File: src/rtl/alu_seq_driver_if.sv
// rtl/alu_seq_driver_if.sv - request, ALU and response signal bundle for alu_seq_driver
interface alu_seq_driver_if;
    logic        req_valid;
    logic        req_ready;
    logic        req_op;
    logic        req_wide;
    logic [63:0] req_a;
    logic [63:0] req_b;
    logic        req_cin;
    logic [31:0] alu_a;
    logic [31:0] alu_b;
    logic        alu_op;
    logic        alu_cin;
    logic [31:0] alu_out;
    logic        alu_cout;
    logic        alu_eq;
    logic        rsp_valid;
    logic        rsp_ready;
    logic [63:0] rsp_result;
    logic        rsp_cout;
    logic        rsp_eq;

    modport slave (
        input  req_valid, req_op, req_wide, req_a, req_b, req_cin,
        input  alu_out, alu_cout, alu_eq, rsp_ready,
        output req_ready, alu_a, alu_b, alu_op, alu_cin,
        output rsp_valid, rsp_result, rsp_cout, rsp_eq
    );

    modport master (
        output req_valid, req_op, req_wide, req_a, req_b, req_cin,
        output alu_out, alu_cout, alu_eq, rsp_ready,
        input  req_ready, alu_a, alu_b, alu_op, alu_cin,
        input  rsp_valid, rsp_result, rsp_cout, rsp_eq
    );
endinterface

File: src/rtl/alu_seq_driver.sv
// rtl/alu_seq_driver.sv - sequences 32/64-bit add/NOR requests over a 32-bit ALU in one or two passes
module alu_seq_driver (
    input  logic               clk,
    input  logic               reset,
    alu_seq_driver_if.slave    bus
);
    typedef enum logic [1:0] {IDLE, LO, HI, RESP} state_t;

    state_t      state, state_nxt;
    logic [63:0] a_q, b_q, result_q;
    logic        op_q, wide_q, cin_q;
    logic        carry_lo, eq_lo;
    logic        cout_q, eq_q;

    logic        req_ready;
    logic        rsp_valid;
    logic [31:0] alu_a, alu_b;
    logic        alu_op, alu_cin;

    always_ff @(posedge clk) begin
        if (reset) state <= IDLE;
        else       state <= state_nxt;
    end

    always_comb begin
        state_nxt = state;
        req_ready = 1'b0;
        rsp_valid = 1'b0;
        alu_a     = '0;
        alu_b     = '0;
        alu_op    = 1'b0;
        alu_cin   = 1'b0;
        case (state)
            IDLE: begin
                req_ready = 1'b1;
                if (bus.req_valid) state_nxt = LO;
            end
            LO: begin
                alu_a     = a_q[31:0];
                alu_b     = b_q[31:0];
                alu_op    = op_q;
                alu_cin   = op_q ? 1'b0 : cin_q;
                state_nxt = wide_q ? HI : RESP;
            end
            HI: begin
                // Carry of the low pass chains into the high pass for add
                alu_a     = a_q[63:32];
                alu_b     = b_q[63:32];
                alu_op    = op_q;
                alu_cin   = op_q ? 1'b0 : carry_lo;
                state_nxt = RESP;
            end
            RESP: begin
                rsp_valid = 1'b1;
                if (bus.rsp_ready) state_nxt = IDLE;
            end
            default: state_nxt = IDLE;
        endcase
    end

    always_ff @(posedge clk) begin
        if (reset) begin
            a_q      <= '0;
            b_q      <= '0;
            op_q     <= 1'b0;
            wide_q   <= 1'b0;
            cin_q    <= 1'b0;
            result_q <= '0;
            carry_lo <= 1'b0;
            eq_lo    <= 1'b0;
            cout_q   <= 1'b0;
            eq_q     <= 1'b0;
        end else begin
            case (state)
                IDLE: begin
                    if (bus.req_valid) begin
                        a_q    <= bus.req_a;
                        b_q    <= bus.req_b;
                        op_q   <= bus.req_op;
                        wide_q <= bus.req_wide;
                        cin_q  <= bus.req_cin;
                    end
                end
                LO: begin
                    result_q[31:0] <= bus.alu_out;
                    carry_lo       <= bus.alu_cout;
                    eq_lo          <= bus.alu_eq;
                    if (!wide_q) begin
                        result_q[63:32] <= '0;
                        cout_q          <= ~op_q & bus.alu_cout;
                        eq_q            <= bus.alu_eq;
                    end
                end
                HI: begin
                    result_q[63:32] <= bus.alu_out;
                    cout_q          <= ~op_q & bus.alu_cout;
                    eq_q            <= eq_lo & bus.alu_eq;
                end
                default: ;
            endcase
        end
    end

    assign bus.req_ready  = req_ready;
    assign bus.rsp_valid  = rsp_valid;
    assign bus.rsp_result = result_q;
    assign bus.rsp_cout   = cout_q;
    assign bus.rsp_eq     = eq_q;
    assign bus.alu_a      = alu_a;
    assign bus.alu_b      = alu_b;
    assign bus.alu_op     = alu_op;
    assign bus.alu_cin    = alu_cin;
endmodule

File: src/flat_wrapper.sv
// flat-port wrapper written by rule: the top's interface ports become plain ports
module alu_seq_driver_flat 
  (clk, reset, bus_req_valid, bus_req_op, bus_req_wide, bus_req_a, bus_req_b, bus_req_cin, bus_alu_out, bus_alu_cout, bus_alu_eq, bus_rsp_ready, bus_req_ready, bus_alu_a, bus_alu_b, bus_alu_op, bus_alu_cin, bus_rsp_valid, bus_rsp_result, bus_rsp_cout, bus_rsp_eq);
  alu_seq_driver_if bus_i ();
  input  logic clk;
  input  logic reset;
  input wire logic [$bits(bus_i.req_valid)-1:0] bus_req_valid;
  input wire logic [$bits(bus_i.req_op)-1:0] bus_req_op;
  input wire logic [$bits(bus_i.req_wide)-1:0] bus_req_wide;
  input wire logic [$bits(bus_i.req_a)-1:0] bus_req_a;
  input wire logic [$bits(bus_i.req_b)-1:0] bus_req_b;
  input wire logic [$bits(bus_i.req_cin)-1:0] bus_req_cin;
  input wire logic [$bits(bus_i.alu_out)-1:0] bus_alu_out;
  input wire logic [$bits(bus_i.alu_cout)-1:0] bus_alu_cout;
  input wire logic [$bits(bus_i.alu_eq)-1:0] bus_alu_eq;
  input wire logic [$bits(bus_i.rsp_ready)-1:0] bus_rsp_ready;
  output wire logic [$bits(bus_i.req_ready)-1:0] bus_req_ready;
  output wire logic [$bits(bus_i.alu_a)-1:0] bus_alu_a;
  output wire logic [$bits(bus_i.alu_b)-1:0] bus_alu_b;
  output wire logic [$bits(bus_i.alu_op)-1:0] bus_alu_op;
  output wire logic [$bits(bus_i.alu_cin)-1:0] bus_alu_cin;
  output wire logic [$bits(bus_i.rsp_valid)-1:0] bus_rsp_valid;
  output wire logic [$bits(bus_i.rsp_result)-1:0] bus_rsp_result;
  output wire logic [$bits(bus_i.rsp_cout)-1:0] bus_rsp_cout;
  output wire logic [$bits(bus_i.rsp_eq)-1:0] bus_rsp_eq;
  assign bus_i.req_valid = bus_req_valid;
  assign bus_i.req_op = bus_req_op;
  assign bus_i.req_wide = bus_req_wide;
  assign bus_i.req_a = bus_req_a;
  assign bus_i.req_b = bus_req_b;
  assign bus_i.req_cin = bus_req_cin;
  assign bus_i.alu_out = bus_alu_out;
  assign bus_i.alu_cout = bus_alu_cout;
  assign bus_i.alu_eq = bus_alu_eq;
  assign bus_i.rsp_ready = bus_rsp_ready;
  assign bus_req_ready = bus_i.req_ready;
  assign bus_alu_a = bus_i.alu_a;
  assign bus_alu_b = bus_i.alu_b;
  assign bus_alu_op = bus_i.alu_op;
  assign bus_alu_cin = bus_i.alu_cin;
  assign bus_rsp_valid = bus_i.rsp_valid;
  assign bus_rsp_result = bus_i.rsp_result;
  assign bus_rsp_cout = bus_i.rsp_cout;
  assign bus_rsp_eq = bus_i.rsp_eq;
  alu_seq_driver u_core (.clk(clk), .reset(reset), .bus(bus_i));
endmodule
File: config.mk
export PLATFORM = sky130hd
export DESIGN_NAME = alu_seq_driver_flat
export DESIGN_NICKNAME = d
export VERILOG_FILES = /design/src/rtl/alu_seq_driver_if.sv /design/src/rtl/alu_seq_driver.sv /design/src/flat_wrapper.sv
export SDC_FILE = /design/constraint.sdc
export NUM_CORES = 1
export LEC_CHECK = 0
export BUFFER_PORTS_ARGS = -buffer_cell sky130_fd_sc_hd__buf_2
export CAP_MARGIN = 15
export CORE_ASPECT_RATIO = 1.5
export CORE_MARGIN = 3
export CORE_UTILIZATION = 37
export CTS_CLUSTER_DIAMETER = 30
export CTS_CLUSTER_SIZE = 28
export DETAILED_ROUTE_END_ITERATION = 6
export PLACE_DENSITY = 0.68
export SLEW_MARGIN = 10
export SYNTH_ARGS = -nofsm -noshare
export SYNTH_HDL_FRONTEND = slang
export SYNTH_SLANG_ARGS = --single-unit
File: constraint.sdc
create_clock -name clk -period 2.98 [get_ports clk]
set_clock_uncertainty 0.1 [all_clocks]
set_input_delay 0.149 -clock clk [delete_from_list [all_inputs] [get_ports clk]]
set_output_delay 0.149 -clock clk [all_outputs]
set_load 0.05 [all_outputs]
==> out/qor.txt <==
CTS tree: built
Path depth of the worst reg2reg path: 7
Number of nets in the synthesized netlist: 1194
Max clock buf depth: 3
Setup slack on the worst flop-to-flop path: 0.84 ns
Count of final hold-check violations: 1
Adder-Cell Fraction of Synth Area: 0.0104
Count of antenna-violating nets left after detailed routing: 0
Unrepaired setup endpoints after global routing: no
Share of the synthesized netlist area taken by xor and xnor gates: 0
Yosys cell types: 31
Worst-case hold slack: -0.00130 ns
Critical path start-end classification: reg -> out
Via count of the first global-routing pass: 9154
Hold endpoint: u_core.bus.rsp_result[30]$_SDFFE_PP0N_
Number of enable flip-flop cells after synthesis: 0
Pre-CTS setup slack: 0.690 ns
Wire length of the first global-routing pass: 45200 um
Number of synthesized register bits: 201
Yosys Warn Count: 0
Mux cell area share after synthesis: 0.0402
Average wire length per cell after detail routing: 16.5 um
Area taken by multi-input logic gates: 3910 sq um
Number of pins with negative max-slew slack in the final report: 0
Fraction of registers with async set/reset: 0
Worst hold-check path type: in -> reg
FF+latch area: 4020 sq um
Antenna violations before repair: 3
Count of boundary I/O pins: 303
Vias after detailed routing: 9062
Critical Path RT: 2.73 ns
Failing checks: hold timing
Setup violations, final: 0
Net total in the final layout: 1623
Final period util: 0.948
MaxCap Viol Count: 0
Proportion of layout cells with a drive suffix above 1: 0.277
Slew headroom: 0.612
Hold path cells: 2
Std-Cell Rows: 67
Power density of the placed cells: 941 nW/um^2
# H-tree levels: 2
Data arrival time of the worst path: 2.57 ns
Worst vdd ir: 0.483 mV
Post-Synth Simple-Gate Area: 0.208
Drt first-iter violations: 434
Horizontal die dimension: 129 um
Most used routing layer in global routing: met2
Critical path, cell by cell: inv_1 -> ha_2 -> buf_12 -> nor2b_1 -> buf_2
Time the final worst path needs with I/O delays and setup: 2.82 ns
Compound-Gate Fraction of Synth Area: 0.200
Synth top area share: 0.476
Type of destination of the critical path: primary output
Post-Synthesis Cell Area: 8460 sq um
Sinks on Clock Net: 201
Area delta synth->final: 53.2%
Outcome: finished with violations
Top cell type by total area after synthesis: sky130_fd_sc_hd__dfxtp_1
Library cell with the highest instance count after synthesis: sky130_fd_sc_hd__nand2_1
Crit Reg-Reg Endpoint: u_core.bus.rsp_result[61]$_SDFFE_PP0P_
Synth top area cells: sky130_fd_sc_hd__dfxtp_1, sky130_fd_sc_hd__nand2_1, sky130_fd_sc_hd__a21oi_1
Element type at the critical path start: flip-flop
Routed WL: 28800 um
Static leakage power: 5.46 nW
Final core occ: 0.579
Global-route congestion overflow total: 0
Worst path max stage delay: 0.69 ns
Total Neg Setup Slack: 0 ns
Met3 demand-to-capacity share in global routing: 0.0475
Count of unresolved DRC violations after routing: 0
Cell chosen for the clock root: sky130_fd_sc_hd__clkbuf_16
DRT Pass-1 Iters: 5
Largest net degree at the start of global routing: 77
Largest family of logic cells by synthesized area: simple AND/OR/NAND/NOR gates
Port buffer count: 302
Number of standard cells after synthesis: 1018
Worst flop-to-flop path startpoint: u_core.state[0]$_SDFFE_PP0P_
Initial core utilization: 0.378
Final worst slack: 0.156 ns
All-Layer GR Usage: 0.223
Mean cell area of the mapped netlist: 8.31 sq um
Met2 track utilization from global routing: 0.401
Drt via density: 5.18
Fmax: 354 MHz
Final weighted congestion in routability-driven placement: 0.812
Leading post-synthesis cells by instance count: sky130_fd_sc_hd__nand2_1, sky130_fd_sc_hd__dfxtp_1, sky130_fd_sc_hd__a21oi_1
Slew @ Worst Pin: 0.579 ns
Critical-path maximum fanout: 42
Filler cell count: 1896
Hold path start: reset
Met1 Use GR: 0.243
Top_reg_cell synth: sky130_fd_sc_hd__dfxtp_1
Detail Placement HPWL: 17100 um
Total clock buffers created by CTS: 35
Slowest cell on the critical path: sky130_fd_sc_hd__ha_2
Area of the placeable core: 22400 sq um
Clock transition at the register clock pins on the worst setup and hold paths after CTS: 0.05 ns
Share of the yosys chip area belonging to registers: 0.476
Later-pin clock latency in the skew report: 0.48 ns
Die Y: 191 um
Die Area: 24800 sq um
Setup repair bufs after CTS: 0
==> cell usage in the layout (no fill, tap or decap), drive strengths merged <==
cell | Yosys | final
a211oi | 1 | 1
a21oi | 166 | 166
a22oi | 65 | 65
a311oi | 1 | 1
a31oi | 1 | 1
and2 | 2 | 2
and2b | 1 | 1
and3 | 1 | 1
buf | 61 | 322
bufinv | 0 | 4
clkbuf | 35 | 47
clkinv | 0 | 6
dfxtp | 201 | 201
diode | 0 | 3
dlygate4sd3 | 0 | 166
ha | 7 | 7
inv | 4 | 8
mux2i | 34 | 34
nand2 | 263 | 263
nand2b | 4 | 4
nand3 | 34 | 34
nor2 | 34 | 34
nor2b | 66 | 66
nor3b | 1 | 1
o211ai | 32 | 32
o21ai | 1 | 1
o21ba | 1 | 1
o221ai | 1 | 1
or2 | 1 | 1
==> worst max-delay path by stage <==
stage | start | end | cells past startpoint
6_report | u_core.state[0]$_SDFFE_PP0P_ | bus_alu_a[15] | 5
5_1_grt | u_core.state[0]$_SDFFE_PP0P_ | bus_alu_a[8] | 5
4_1_cts | u_core.state[0]$_SDFFE_PP0P_ | bus_alu_a[14] | 5
3_5_place_dp | u_core.state[0]$_SDFFE_PP0P_ | bus_alu_a[14] | 5
3_3_place_gp | u_core.state[0]$_SDFFE_PP0P_ | bus_alu_b[3] | 5
2_1_floorplan | u_core.state[0]$_SDFFE_PP0P_ | bus_alu_cin | 4
==> critical path, delay by kind of cell, from the launching register on <==
kind | cells | cell delay [ns]
adder cells (fa/ha/maj) | 1 | 0.69
buffers and inverters | 3 | 0.71
flip-flops | 1 | 0.44
AND/OR/NAND/NOR | 1 | 0.21
==> registers in the layout, indices dropped and copies added (netlist names) <==
register and count:
u_core.wide_q 1, u_core.op_q 1, u_core.b_q 64, u_core.cin_q 1
u_core.carry_lo 1, u_core.bus.rsp_eq 1, u_core.state 2, u_core.a_q 64
u_core.eq_lo 1, u_core.bus.rsp_cout 1, u_core.bus.rsp_result 64
==> cell type report <==
| cell class | count | share of cell area |
|---|---|---|
| flip-flops and latches | 201 | 0.310 |
| multi-input cells | 717 | 0.302 |
| repair buffers | 488 | 0.266 |
| clock buffers | 47 | 0.0780 |
| well taps | 276 | 0.0266 |
| clock inverters | 14 | 0.0149 |
| inverters | 4 | 0.00116 |
| diodes | 3 | 0.000579 |
==> layer usage <==
metal  part of all wire  wire, um  vias up
met4              0.046      1320        0
met1               0.37     10700     4223
met5                  0         0        -
met3              0.066      1910      103
met2               0.52     14900      429
li1                   -         -     4307
==> what timing repair did <==
action / in CTS / in global routing
endpoints found under the hold margin: 200 / 0
resized for setup: 0 / 0
hold buffers: 166 / 0
setup endpoints to repair: 0 / 0
==> logic make-up after synthesis <==
logic type                 Yosys count
AOI/OAI and AO/OA                  269
DFF                                201
and+or+nand+nor                    407
adders and majority gates            7
muxes                               34
buffers and inverters              100
==> per-stage QoR <==
step | std cells | area (sq um) | total power (W)
after floorplan | 1018 | 8460 | 0.00688
after global placement | 1520 | 10100 | 0.00792
after detailed placement | 1520 | 10100 | 0.00799
after CTS | 1747 | 13000 | 0.0122
after global routing | 1750 | 13000 | 0.0128
final | 1750 | 13000 | 0.0122
==> report_power, final <==
part	leakage, nW	internal, W	switching, W
sequential	1.64	0.00322	0.000286
clock	0.598	0.00272	0.00133
combinational	3.22	0.00155	0.00309
total	5.46	0.00749	0.00471
(Power assumes the default switching activity.)
